## src/rtl/hamming_syn_seq.sv

```systemverilog
// Serial Hamming SEC decoder: scans one codeword bit per cycle, accumulates the
// syndrome, flips the addressed bit and hands the corrected word downstream.

module rca5_m (
    input  logic [4:0] a,
    input  logic [4:0] b,
    input  logic       ci,
    output logic [4:0] s
);
    logic [4:0] w_c;

    // Carry out of the MSB is dropped: callers never count past 31.
    always_comb begin
        w_c    = '0;
        w_c[0] = ci;
        for (int i = 0; i < 4; i++) begin
            w_c[i+1] = (a[i] & b[i]) | (w_c[i] & (a[i] ^ b[i]));
        end
        s = a ^ b ^ w_c;
    end
endmodule

module hamming_syn_seq #(
    parameter int N = 21
) (
    input  logic         clk,
    input  logic         rst,
    input  logic         in_valid,
    output logic         in_ready,
    input  logic [N-1:0] cw_in,
    output logic         out_valid,
    input  logic         out_ready,
    output logic [N-1:0] cw_out,
    output logic [4:0]   syndrome,
    output logic         err,
    output logic         uncorr,
    output logic         busy
);
    typedef enum logic [1:0] {S_IDLE, S_SCAN, S_CORRECT, S_DONE} state_t;

    state_t       r_state;
    logic [4:0]   r_pos;
    logic [4:0]   r_syn;
    logic [N-1:0] r_cw;
    logic         r_err;
    logic         r_uncorr;
    logic         r_in_ready;
    logic         r_out_valid;
    logic         r_busy;

    logic [4:0]   w_pos_inc;
    logic         w_bit;
    logic         w_syn_hi;
    logic [N-1:0] w_cw_fix;

    rca5_m u_inc (
        .a  (r_pos),
        .b  (5'd1),
        .ci (1'b0),
        .s  (w_pos_inc)
    );

    // Positions are 1-based; select and correction decode them without an adder.
    always_comb begin
        w_bit    = 1'b0;
        w_cw_fix = r_cw;
        for (int p = 1; p <= N; p++) begin
            if (r_pos == 5'(p)) w_bit = r_cw[p-1];
            if (r_syn == 5'(p)) w_cw_fix[p-1] = ~r_cw[p-1];
        end
        w_syn_hi = (r_syn > 5'(N));
    end

    always_ff @(posedge clk) begin
        if (rst) begin
            r_state     <= S_IDLE;
            r_pos       <= '0;
            r_syn       <= '0;
            r_cw        <= '0;
            r_err       <= 1'b0;
            r_uncorr    <= 1'b0;
            r_in_ready  <= 1'b1;
            r_out_valid <= 1'b0;
            r_busy      <= 1'b0;
        end else begin
            case (r_state)
                S_IDLE: begin
                    if (in_valid) begin
                        r_cw       <= cw_in;
                        r_pos      <= 5'd1;
                        r_syn      <= '0;
                        r_err      <= 1'b0;
                        r_uncorr   <= 1'b0;
                        r_state    <= S_SCAN;
                        r_in_ready <= 1'b0;
                        r_busy     <= 1'b1;
                    end
                end
                S_SCAN: begin
                    if (w_bit) r_syn <= r_syn ^ r_pos;
                    if (r_pos == 5'(N)) r_state <= S_CORRECT;
                    else                r_pos   <= w_pos_inc;
                end
                S_CORRECT: begin
                    if (w_syn_hi) begin
                        r_uncorr <= 1'b1;
                    end else if (r_syn != 5'd0) begin
                        r_cw  <= w_cw_fix;
                        r_err <= 1'b1;
                    end
                    r_state     <= S_DONE;
                    r_out_valid <= 1'b1;
                end
                S_DONE: begin
                    if (out_ready) begin
                        r_state     <= S_IDLE;
                        r_out_valid <= 1'b0;
                        r_in_ready  <= 1'b1;
                        r_busy      <= 1'b0;
                    end
                end
                default: begin
                    r_state     <= S_IDLE;
                    r_out_valid <= 1'b0;
                    r_in_ready  <= 1'b1;
                    r_busy      <= 1'b0;
                end
            endcase
        end
    end

    assign in_ready  = r_in_ready;
    assign out_valid = r_out_valid;
    assign busy      = r_busy;
    assign cw_out    = r_cw;
    assign syndrome  = r_syn;
    assign err       = r_err;
    assign uncorr    = r_uncorr;
endmodule

```

## config.mk

```make
export PLATFORM = sky130hd
export DESIGN_NAME = hamming_syn_seq
export DESIGN_NICKNAME = d
export VERILOG_FILES = /design/src/rtl/hamming_syn_seq.sv
export SDC_FILE = /design/constraint.sdc
export NUM_CORES = 1
export LEC_CHECK = 0
export BUFFER_PORTS_ARGS = -buffer_cell sky130_fd_sc_hd__buf_2
export CELL_PAD_IN_SITES_DETAIL_PLACEMENT = 0
export CELL_PAD_IN_SITES_GLOBAL_PLACEMENT = 1
export CORE_MARGIN = 10
export CORE_UTILIZATION = 32
export CTS_CLUSTER_SIZE = 28
export DETAILED_ROUTE_END_ITERATION = 6
export PLACE_DENSITY = 0.63
export SKIP_CTS_REPAIR_TIMING = 1
export SLEW_MARGIN = 20
export SYNTH_ARGS = -nofsm -noshare
export SYNTH_HDL_FRONTEND = slang
export SYNTH_HIERARCHICAL = 1
export SYNTH_SLANG_ARGS = --single-unit
```

## constraint.sdc

```tcl
create_clock -name clk -period 7.5 [get_ports clk]
set_input_delay 0.375 -clock clk [delete_from_list [all_inputs] [get_ports clk]]
set_output_delay 0.375 -clock clk [all_outputs]
set_load 0.03 [all_outputs]
```

==> metrics.md, run 1 <==
| Metric | Value |
|---|---|
| Final Hold Fails | `0` |
| Cell leakage power | `1.24 nW` |
| Biggest area consumer among synthesized cells | `dfxtp_1` |
| Post-layout min period | `2940 ps` |
| Syn_area_per_cell | `7.42 sq um` |
| CP Buf/Inv Count | `2` |
| Critical Path Fanout Max | `18` |
| Post-synthesis instance area | `0.00269 sq mm` |
| Flip-flop and latch count after synthesis | `38` |
| Primary flip-flop cell chosen by synthesis mapping | `dfxtp_1` |
| Post-route DRC | `0` |
| Largest stage delay on the critical path | `520 ps` |
| Initial cell density of the core | `32.9%` |
| IO buf count | `55` |
| Worst hold slack | `385 ps` |
| Most frequently used cell type in the post-synthesis netlist | `nor2_1` |
| Number of flops mapped to enable cells by yosys | `0` |
| Worst-case clock buffer depth | `2` |
| Yosys top cell area share | `28.3%` |
| Die Footprint | `0.0125 sq mm` |
| Maximum number of pins on one net before global-route repair | `47` |
| Crit end category | `flip-flop` |
| Via count of the first global-routing pass | `2630` |
| Number of instances in the synthesized netlist | `362` |
| Critical path start-end classification | `reg2reg` |
| Crit-path leading delay family | `adder cells` |
| Cells along the critical path | `fa_1 > inv_1 > fa_1 > inv_1 > fa_1 > fa_1 > xor3_1 > mux2i_1 > o21ai_0 > a21oi_1 > nor2_1` |
| Via count | `2666` |
| Total wire length | `8.20 mm` |
| CTS HTree Levels | `2` |
| Unrepaired setup endpoints after global routing | `false` |
| Global-route wire length before repair | `13.6 mm` |
| Number of violations reported at the end of detailed-routing iteration 0 | `141` |
| Commonest cells post-synth | `46 x nor2_1, 38 x dfxtp_1, 38 x nand2_1, 27 x a21oi_1, 19 x nand3_1` |
| Max-cap viol count | `0` |
| Maximum achievable frequency | `0.341 GHz` |
| Number of detailed-routing iterations run before antenna repair | `5` |
| Average via count per standard cell | `5.26` |
| Fraction of final layout cells sized beyond drive strength 1 | `18.7%` |
| Number of library cell types mapped by synthesis | `55` |
| Largest cells by area after synthesis | `dfxtp_1 28%, nor2_1 6.4%, nand2_1 5.3%` |
| Status | `complete, no violations` |
| Total I/O pin count | `56` |
| Final setup violating endpoints | `0` |
| Design Area, Final | `0.00307 sq mm` |
| Master cell of the clock root buffer | `clkbuf_8` |
| Worst supply voltage drop on vdd | `0.160 mV` |
| Power Dens Cells | `415 mW/mm^2` |
| Area inside the core boundary | `0.00818 sq mm` |
| Worst slew pin tran | `809 ps` |
| Clock transition at the registers of the reported paths | `80 ps` |
| Routability congestion estimate from global placement | `0.800` |
| Max stage delay cell, worst path | `dfxtp_1` |
| CTS sink count | `38` |
| Die Width | `112 um` |
| Vert. Die Dim | `112 um` |
| Setup TNS | `0 ps` |
| P&R area growth vs syn | `14.1%` |
| Post-synthesis async set-or-reset flop share | `0%` |
| Register area share after synthesis | `28.3%` |
| Required time of the critical path | `7650 ps` |
| Count of synthesis-stage warnings from yosys | `6` |
| Combined global-route utilization of all metal layers | `12.8%` |
| Final period utilization | `39.1%` |
| Arrival @ worst endpoint | `3090 ps` |
| Row cnt | `33` |
| Kind of start point of the critical path | `flip-flop` |
| Class of the tightest hold or removal check | `in2reg` |
| Clock tree from TritonCTS | `done` |
| # diodes | `0` |
| Worst max-slew margin expressed relative to the limit | `46.0%` |
| Post-layout nets | `436` |
| Wire per inst | `16.2 um` |
| Final ANT Viol Nets | `0` |
| DP Area | `0.00299 sq mm` |
| Skew final | `6.28 ps` |
| Congestion Overflow GR | `0` |
| Number of clock buffers inserted by TritonCTS | `5` |
| HPWL after detailed placement | `6.06 mm` |
| Library cell appearing most often on the critical path | `fa_1` |
| Count of pins over their slew limit | `0` |
| Source-to-sink clock delay at the later pin of the worst-skew pair | `290 ps` |
| Number of antenna violations at the first check in global routing | `0` |
## path summary, 6_finish.rpt
check | end | cells past startpoint | slack [ps] | startpoint
worst min register to register | out_valid$_SDFFE_PP0P_ | 2 | 500 | out_valid$_SDFFE_PP0P_
worst min-delay path | cw_out[18]$_SDFFE_PP0P_ | 3 | 380 | cw_in[18]
worst max-delay path | r_pos[4]$_SDFFE_PP0P_ | 11 | 4560 | r_pos[0]$_SDFFE_PP0P_
worst max register to register | r_pos[4]$_SDFFE_PP0P_ | 11 | 4560 | r_pos[0]$_SDFFE_PP0P_
## report_power, final
group,internal (mW),total [mW],leakage (nW),switching [mW]
registers,0.280,0.401,0.312,0.121
logic,0.263,0.732,0.892,0.469
clock network,0.0642,0.140,0.0383,0.0756
total,0.607,1.27,1.24,0.666
## routing by layer
| layer | GRT usage (%) | part of all wire [%] |
|---|---|---|
| met1 | 16.4 | 48 |
| met2 | 21.0 | 47 |
| met3 | 3.44 | 4.2 |
| met4 | 2.57 | 0.84 |
| met5 | 0 | 0 |
## cell type report
| class | count | area, sq um |
|---|---|---|
| Fill cell | 923 | 5110 |
| Multi-Input combinational cell | 287 | 1760 |
| Sequential cell | 38 | 761 |
| Timing Repair Buffer | 57 | 290 |
| Tap cell | 105 | 131 |
| Clock buffer | 7 | 76.3 |
| Inverter | 13 | 48.8 |
## metrics by stage
| stage | std cells | total power [mW] | utilization [%] | worst slack (ps) |
|---|---|---|---|---|
| detailed placement | 500 | 1.14 | 36.6 | 4570 |
| CTS | 507 | 1.29 | 37.5 | 4560 |
| finish | 507 | 1.27 | 37.5 | 4560 |
| global route | 507 | 1.39 | 37.5 | 4330 |
| floorplan | 366 | 0.953 | - | 4970 |
| global placement | 500 | 1.14 | 36.6 | 4630 |
## placed cells by master (no fill, tap or decap), types with 4 or more instances in the layout
cell type / n
a211oi_1: 16
nor2_1: 46
nor3b_1: 5
a21oi_1: 27
o21ai_1: 9
o21ai_0: 18
buf_2: 55
or2_2: 4
nor3_1: 12
nand3_1: 19
nand2_1: 38
clkbuf_8: 5
dfxtp_1: 38
nor2b_1: 4
ha_1: 5
fa_1: 4
inv_1: 13
o22ai_1: 18
conb_1: 6
mux2i_1: 8
## worst min-delay path: stages
cell	delay, ps
buf_2	80
a22oi_1	50
a21oi_1	130
## sequential cells by signal, indices dropped and copies added (netlist names)
name       cells
err            1
syndrome       5
busy           1
r_state        2
r_pos          5
uncorr         1
out_valid      1
in_ready       1
cw_out        21
## cells by family (layout without fill, tap and decap cells)
group / after synthesis / count (layout) / share of synthesized area [%]
multiplexers: 14 / 14 / 6.15
AO/OA/AOI/OAI: 115 / 115 / 27.5
other: 2 / 6 / 0.279
adder cells (fa/ha/maj): 9 / 9 / 5.31
buffers and inverters: 41 / 77 / 6.84
AND/OR/NAND/NOR: 142 / 142 / 24.8
XOR/XNOR: 1 / 1 / 0.884
flip-flops: 38 / 38 / 28.3
Note: power is estimated with default switching activity, not from simulation.
==> run 2, diff against run 1 <==
Settings changed: PLACE_DENSITY 0.63 to 0.66.
Clock period 7.5 ns to 2.52 ns, I/O delays scaled along.
==> metrics.md, run 2 (same netlist as run 1, synthesis figures left out) <==
| Metric | Value |
|---|---|
| Uppermost metal layer occupied by signal nets | `met4` |
| Average via count per standard cell | `5.22` |
| Sequential Power Share | `27.1%` |
| Final period utilization | `93.4%` |
| Status | `complete, no violations` |
| Routability congestion estimate from global placement | `0.769` |
| Number of clock buffers inserted by TritonCTS | `5` |
| Global-route wire length before repair | `13.4 mm` |
| Leading cell type in the layout, fill and taps excluded | `buf_2` |
| Final Hold Fails | `0` |
| Maximum number of pins on one net before global-route repair | `47` |
| Logic pwr share | `56.7%` |
| Critical path start-end classification | `reg2reg` |
| Combined global-route utilization of all metal layers | `12.7%` |
| Number of antenna violations at the first check in global routing | `0` |
| Highest-count cells in the layout ignoring fill and taps | `55 x buf_2, 46 x nor2_1, 38 x nand2_1` |
| Kind of start point of the critical path | `flip-flop` |
| Worst flop-to-flop path endpoint | `r_pos[4]$_SDFFE_PP0P_` |
| Post-route DRC | `0` |
| Post-layout min period | `2350 ps` |
| Fraction of final layout cells sized beyond drive strength 1 | `21.9%` |
| Required time of the critical path | `2700 ps` |
| Max-cap viol count | `0` |
| Skew final | `4.78 ps` |
| Largest stage delay on the critical path | `370 ps` |
| Internal power of the cells | `2.12 mW` |
| Count of non-filler cells in the finished layout | `516` |
| P&R area growth vs syn | `19.6%` |
| Switching share of power | `49.0%` |
| Number of stages on the worst hold path | `3` |
| Wire per inst | `16.0 um` |
| Area inside the core boundary | `0.00818 sq mm` |
| Power Dens Cells | `1290 mW/mm^2` |
| Clock transition at the registers of the reported paths | `80 ps` |
| Total wire length | `8.27 mm` |
| IO buf count | `55` |
| Via count of the first global-routing pass | `2613` |
| Die Footprint | `0.0125 sq mm` |
| Master cell of the clock root buffer | `clkbuf_8` |
| Worst max-slew margin expressed relative to the limit | `65.4%` |
| Crit end category | `flip-flop` |
| Timing startpoint of the critical path | `r_pos[0]$_SDFFE_PP0P_` |
| Final setup violating endpoints | `0` |
| Post-layout nets | `444` |
| Initial cell density of the core | `32.9%` |
| Unrepaired setup endpoints after global routing | `false` |
| Total net switching power | `2.03 mW` |
| Met2 routed wirelength | `3.71 mm` |
| Setup TNS | `0 ps` |
| Number of violations reported at the end of detailed-routing iteration 0 | `148` |
| CTS sink count | `38` |
| Total I/O pin count | `56` |
| Clock tree from TritonCTS | `done` |
| Class of the tightest hold or removal check | `in2reg` |
| Number of flip-flops under the largest register name | `21` |
| Layout Utilization | `39.3%` |
| Routed metal-1 wirelength | `4.00 mm` |
| Cells along the critical path | `fa_2 > inv_1 > fa_1 > inv_1 > fa_2 > fa_2 > xor3_1 > mux2i_1 > o21ai_1 > a21oi_1 > nor2_1` |
| Clock power frac | `16.2%` |
| Reg2Reg Depth | `11` |
| Total Power Consumption | `4.15 mW` |
| Post-route worst setup slack | `167 ps` |
| Arrival @ worst endpoint | `2540 ps` |
| Final-layout fill cell count | `902` |
| Final ANT Viol Nets | `0` |
| FF-to-FF setup slack | `170 ps` |
| Worst supply voltage drop on vdd | `0.490 mV` |
| Count of pins over their slew limit | `0` |
| Vert. Die Dim | `112 um` |
| Maximum achievable frequency | `0.425 GHz` |
| Congestion Overflow GR | `0` |
| Launch point of the worst reg-to-reg path | `r_pos[0]$_SDFFE_PP0P_` |
| Met3 Routed Length | `496 um` |
| Die Width | `112 um` |
| Worst setup timing slack at the placement stage | `24.2 ps` |
| Row cnt | `33` |
| Worst slew pin tran | `509 ps` |
| Source-to-sink clock delay at the later pin of the worst-skew pair | `300 ps` |
| Worst Hold Launch | `cw_in[18]` |
| CTS HTree Levels | `2` |
| Via count | `2692` |
| HPWL after detailed placement | `6.04 mm` |
| Cell leakage power | `1.32 nW` |
| Number of detailed-routing iterations run before antenna repair | `4` |
| Crit path to | `r_pos[4]$_SDFFE_PP0P_` |
| # diodes | `0` |
| Critical Path Fanout Max | `2` |
| Library cell appearing most often on the critical path | `fa_2` |
| Placed cell count | `508` |
| Max stage delay cell, worst path | `fa_2` |
| Worst-case clock buffer depth | `2` |
-- run 2: cell types whose count changed in the layout (fill, tap and decap cells not counted), sizes merged --
| cell | change |
|---|---|
| bufinv | +2 |
| buf | +8 |
| clkbuf | -1 |
-- run 2: worst min path at each step --
stage / slack, ps / end
after global routing: 130 / cw_out[18]$_SDFFE_PP0P_
after floorplan: 300 / in_ready$_SDFFE_PP1P_
after detailed placement: 430 / cw_out[18]$_SDFFE_PP0P_
after global placement: 430 / cw_out[18]$_SDFFE_PP0P_
after CTS: 120 / cw_out[18]$_SDFFE_PP0P_
final: 130 / cw_out[18]$_SDFFE_PP0P_
-- run 2: cell type report --
| cell class | count | area, sq um | share of cell area, % |
|---|---|---|---|
| multi-input cells | 287 | 1770 | 54.9 |
| flip-flops and latches | 38 | 762 | 23.7 |
| repair buffers | 65 | 363 | 11.3 |
| well taps | 105 | 131 | 4.09 |
| clock buffers | 6 | 82.6 | 2.57 |
| clock inverters | 2 | 60.1 | 1.87 |
| inverters | 13 | 48.8 | 1.52 |
-- run 2: per-layer routing --
| layer | vias to the layer above | track usage, % |
|---|---|---|
| li1 | 1391 | - |
| met1 | 1232 | 16.7 |
| met2 | 60 | 19.9 |
| met3 | 9 | 3.27 |
| met4 | 0 | 3.08 |
| met5 | - | 0 |
-- run 2: critical path, delay by kind of cell, from the launching register on --
family / cells / cell delay, ps
adder cells (fa/ha/maj): 4 / 1190
flip-flops: 1 / 340
XOR/XNOR: 1 / 200
AO/OA/AOI/OAI: 2 / 200
multiplexers: 1 / 140
buffers and inverters: 2 / 120
AND/OR/NAND/NOR: 1 / 50
-- run 2: power by group through the flow --
| stage | logic, mW | registers [mW] | clock network (mW) |
|---|---|---|---|
| after floorplan | 1.42 | 1.42 | 0 |
| after global placement | 2.34 | 1.12 | 0 |
| after detailed placement | 2.36 | 1.13 | 0 |
| after CTS | 2.37 | 1.12 | 0.686 |
| after global routing | 2.60 | 1.17 | 0.712 |
| final | 2.35 | 1.12 | 0.672 |
-- run 2: per-stage QoR --
stage | area [sq um] | hold slack [ps]
CTS | 3200 | 118
global route | 3210 | 132
floorplan | 2700 | 297
global placement | 3060 | 431
finish | 3210 | 127
detailed placement | 3060 | 431
==> run 3, diff against run 2 <==
Settings changed: BUFFER_PORTS_ARGS -buffer_cell sky130_fd_sc_hd__buf_2 to -buffer_cell sky130_fd_sc_hd__clkbuf_2.
==> metrics.md, run 3 (same netlist as run 1, synthesis figures left out) <==
| Metric | Value |
|---|---|
| Die Width | `112 um` |
| Arrival @ worst endpoint | `2570 ps` |
| Unrepaired setup endpoints after global routing | `true` |
| CTS sink count | `38` |
| Initial cell density of the core | `32.9%` |
| Number of stages on the worst hold path | `3` |
| Master cell of the clock root buffer | `clkbuf_8` |
| Congestion Overflow GR | `0` |
| Highest-count cells in the layout ignoring fill and taps | `55 x clkbuf_2, 46 x nor2_1, 38 x nand2_1` |
| Post-route worst setup slack | `114 ps` |
| Via count of the first global-routing pass | `2570` |
| Total wire length | `8.14 mm` |
| Hold EP | `cw_out[13]$_SDFFE_PP0P_` |
| Max-cap viol count | `0` |
| Worst supply voltage drop on vdd | `0.422 mV` |
| Launch point of the worst reg-to-reg path | `r_pos[0]$_SDFFE_PP0P_` |
| Number of clock buffers inserted by TritonCTS | `5` |
| Final period utilization | `95.5%` |
| Critical path start-end classification | `reg2reg` |
| Number of violations reported at the end of detailed-routing iteration 0 | `135` |
| Total number of cells along the worst setup path | `11` |
| Clock transition at the registers of the reported paths | `90 ps` |
| Worst-case clock buffer depth | `2` |
| Status | `complete, no violations` |
| Cell leakage power | `1.28 nW` |
| Reg2Reg Depth | `11` |
| FF-to-FF setup slack | `110 ps` |
| Via count | `2750` |
| Row cnt | `33` |
| Cells along the critical path | `fa_1 > inv_1 > fa_1 > inv_1 > fa_2 > fa_2 > xor3_1 > mux2i_1 > o21ai_0 > a21oi_1 > nor2_1` |
| Global-route wire length before repair | `13.2 mm` |
| # diodes | `0` |
| Worst hold slack | `121 ps` |
| Power Dens Cells | `1240 mW/mm^2` |
| Number of flip-flops under the largest register name | `21` |
| Setup TNS | `0 ps` |
| Final-layout fill cell count | `918` |
| Post-layout min period | `2410 ps` |
| Total Power Consumption | `3.90 mW` |
| P&R area growth vs syn | `17.4%` |
| Number of detailed-routing iterations run before antenna repair | `4` |
| Total I/O pin count | `56` |
| Worst setup timing slack at the placement stage | `26.6 ps` |
| Final Hold Fails | `0` |
| Die Footprint | `0.0125 sq mm` |
| Wire per inst | `15.8 um` |
| Class of the tightest hold or removal check | `in2reg` |
| Average via count per standard cell | `5.33` |
| IO buf count | `55` |
| Kind of start point of the critical path | `flip-flop` |
| Fraction of final layout cells sized beyond drive strength 1 | `21.4%` |
| CP Buf/Inv Count | `2` |
| Number of antenna violations at the first check in global routing | `0` |
| Post-layout nets | `444` |
| Max stage delay cell, worst path | `fa_1` |
| Skew final | `13.2 ps` |
| Post-route DRC | `0` |
| Maximum achievable frequency | `0.416 GHz` |
| Area inside the core boundary | `0.00818 sq mm` |
| Count of pins over their slew limit | `0` |
| Crit-path leading delay family | `adder cells` |
| Required time of the critical path | `2680 ps` |
| Vert. Die Dim | `112 um` |
| Combined global-route utilization of all metal layers | `12.4%` |
| Clock tree from TritonCTS | `done` |
| Worst flop-to-flop path endpoint | `r_pos[4]$_SDFFE_PP0P_` |
| Worst Hold Launch | `cw_in[13]` |
| Maximum number of pins on one net before global-route repair | `47` |
| Critical Path Fanout Max | `2` |
| Source-to-sink clock delay at the later pin of the worst-skew pair | `290 ps` |
| Routability congestion estimate from global placement | `0.770` |
| HPWL after detailed placement | `6.07 mm` |
| Final ANT Viol Nets | `0` |
| Leading cell type in the layout, fill and taps excluded | `clkbuf_2` |
| Crit end category | `flip-flop` |
| CTS HTree Levels | `2` |
| Final setup violating endpoints | `0` |
| Layout Utilization | `38.6%` |
| Largest stage delay on the critical path | `410 ps` |
## run 3: cell type report
class	count	area, sq um	area share (%)
Clock buffer	6	72.6	2.30
Clock inverter	2	13.8	0.436
Inverter	13	48.8	1.55
Multi-Input combinational cell	287	1760	55.9
Sequential cell	38	762	24.2
Tap cell	105	131	4.17
Timing Repair Buffer	65	363	11.5
## run 3: worst max path at each step
stage / to / from / slack, ps
after floorplan: r_pos[4]$_SDFFE_PP0P_ / r_pos[0]$_SDFFE_PP0P_ / 160
after global placement: r_pos[4]$_SDFFE_PP0P_ / r_pos[0]$_SDFFE_PP0P_ / 100
after detailed placement: r_pos[4]$_SDFFE_PP0P_ / r_pos[0]$_SDFFE_PP0P_ / 30
after CTS: r_pos[4]$_SDFFE_PP0P_ / r_pos[0]$_SDFFE_PP0P_ / 9
after global routing: r_pos[4]$_SDFFE_PP0P_ / r_pos[0]$_SDFFE_PP0P_ / -40
final: r_pos[4]$_SDFFE_PP0P_ / r_pos[0]$_SDFFE_PP0P_ / 110
## run 3: metal layers
layer / vias up / GRT usage (%) / part of all wire, %
met5: - / 0 / 0
met4: 0 / 2.06 / 0.42
met3: 2 / 3.33 / 7.7
met2: 76 / 19.9 / 46
met1: 1281 / 16.4 / 46
li1: 1391 / - / -
## run 3: worst reg2reg max path: stages (launching register included)
cell     delay [ps]
dfxtp_2         330
fa_1            410
inv_1            70
fa_1            150
inv_1            50
fa_2            330
fa_2            330
xor3_1          200
mux2i_1         150
o21ai_0          90
a21oi_1         130
nor2_1           50
## run 3: per-stage QoR
stage                     cell area [sq um]  instances
after CTS                              3150        516
final                                  3150        516
after detailed placement               3060        508
after floorplan                        2700        366
after global routing                   3150        516
after global placement                 3060        508
## run 3: power by group
| group | total [mW] | switching, mW | internal, mW | leakage (nW) |
|---|---|---|---|---|
| Sequential | 1.13 | 0.292 | 0.834 | 0.313 |
| Clock | 0.433 | 0.237 | 0.196 | 0.0452 |
| Combinational | 2.34 | 1.49 | 0.854 | 0.920 |
| Total | 3.90 | 2.01 | 1.88 | 1.28 |
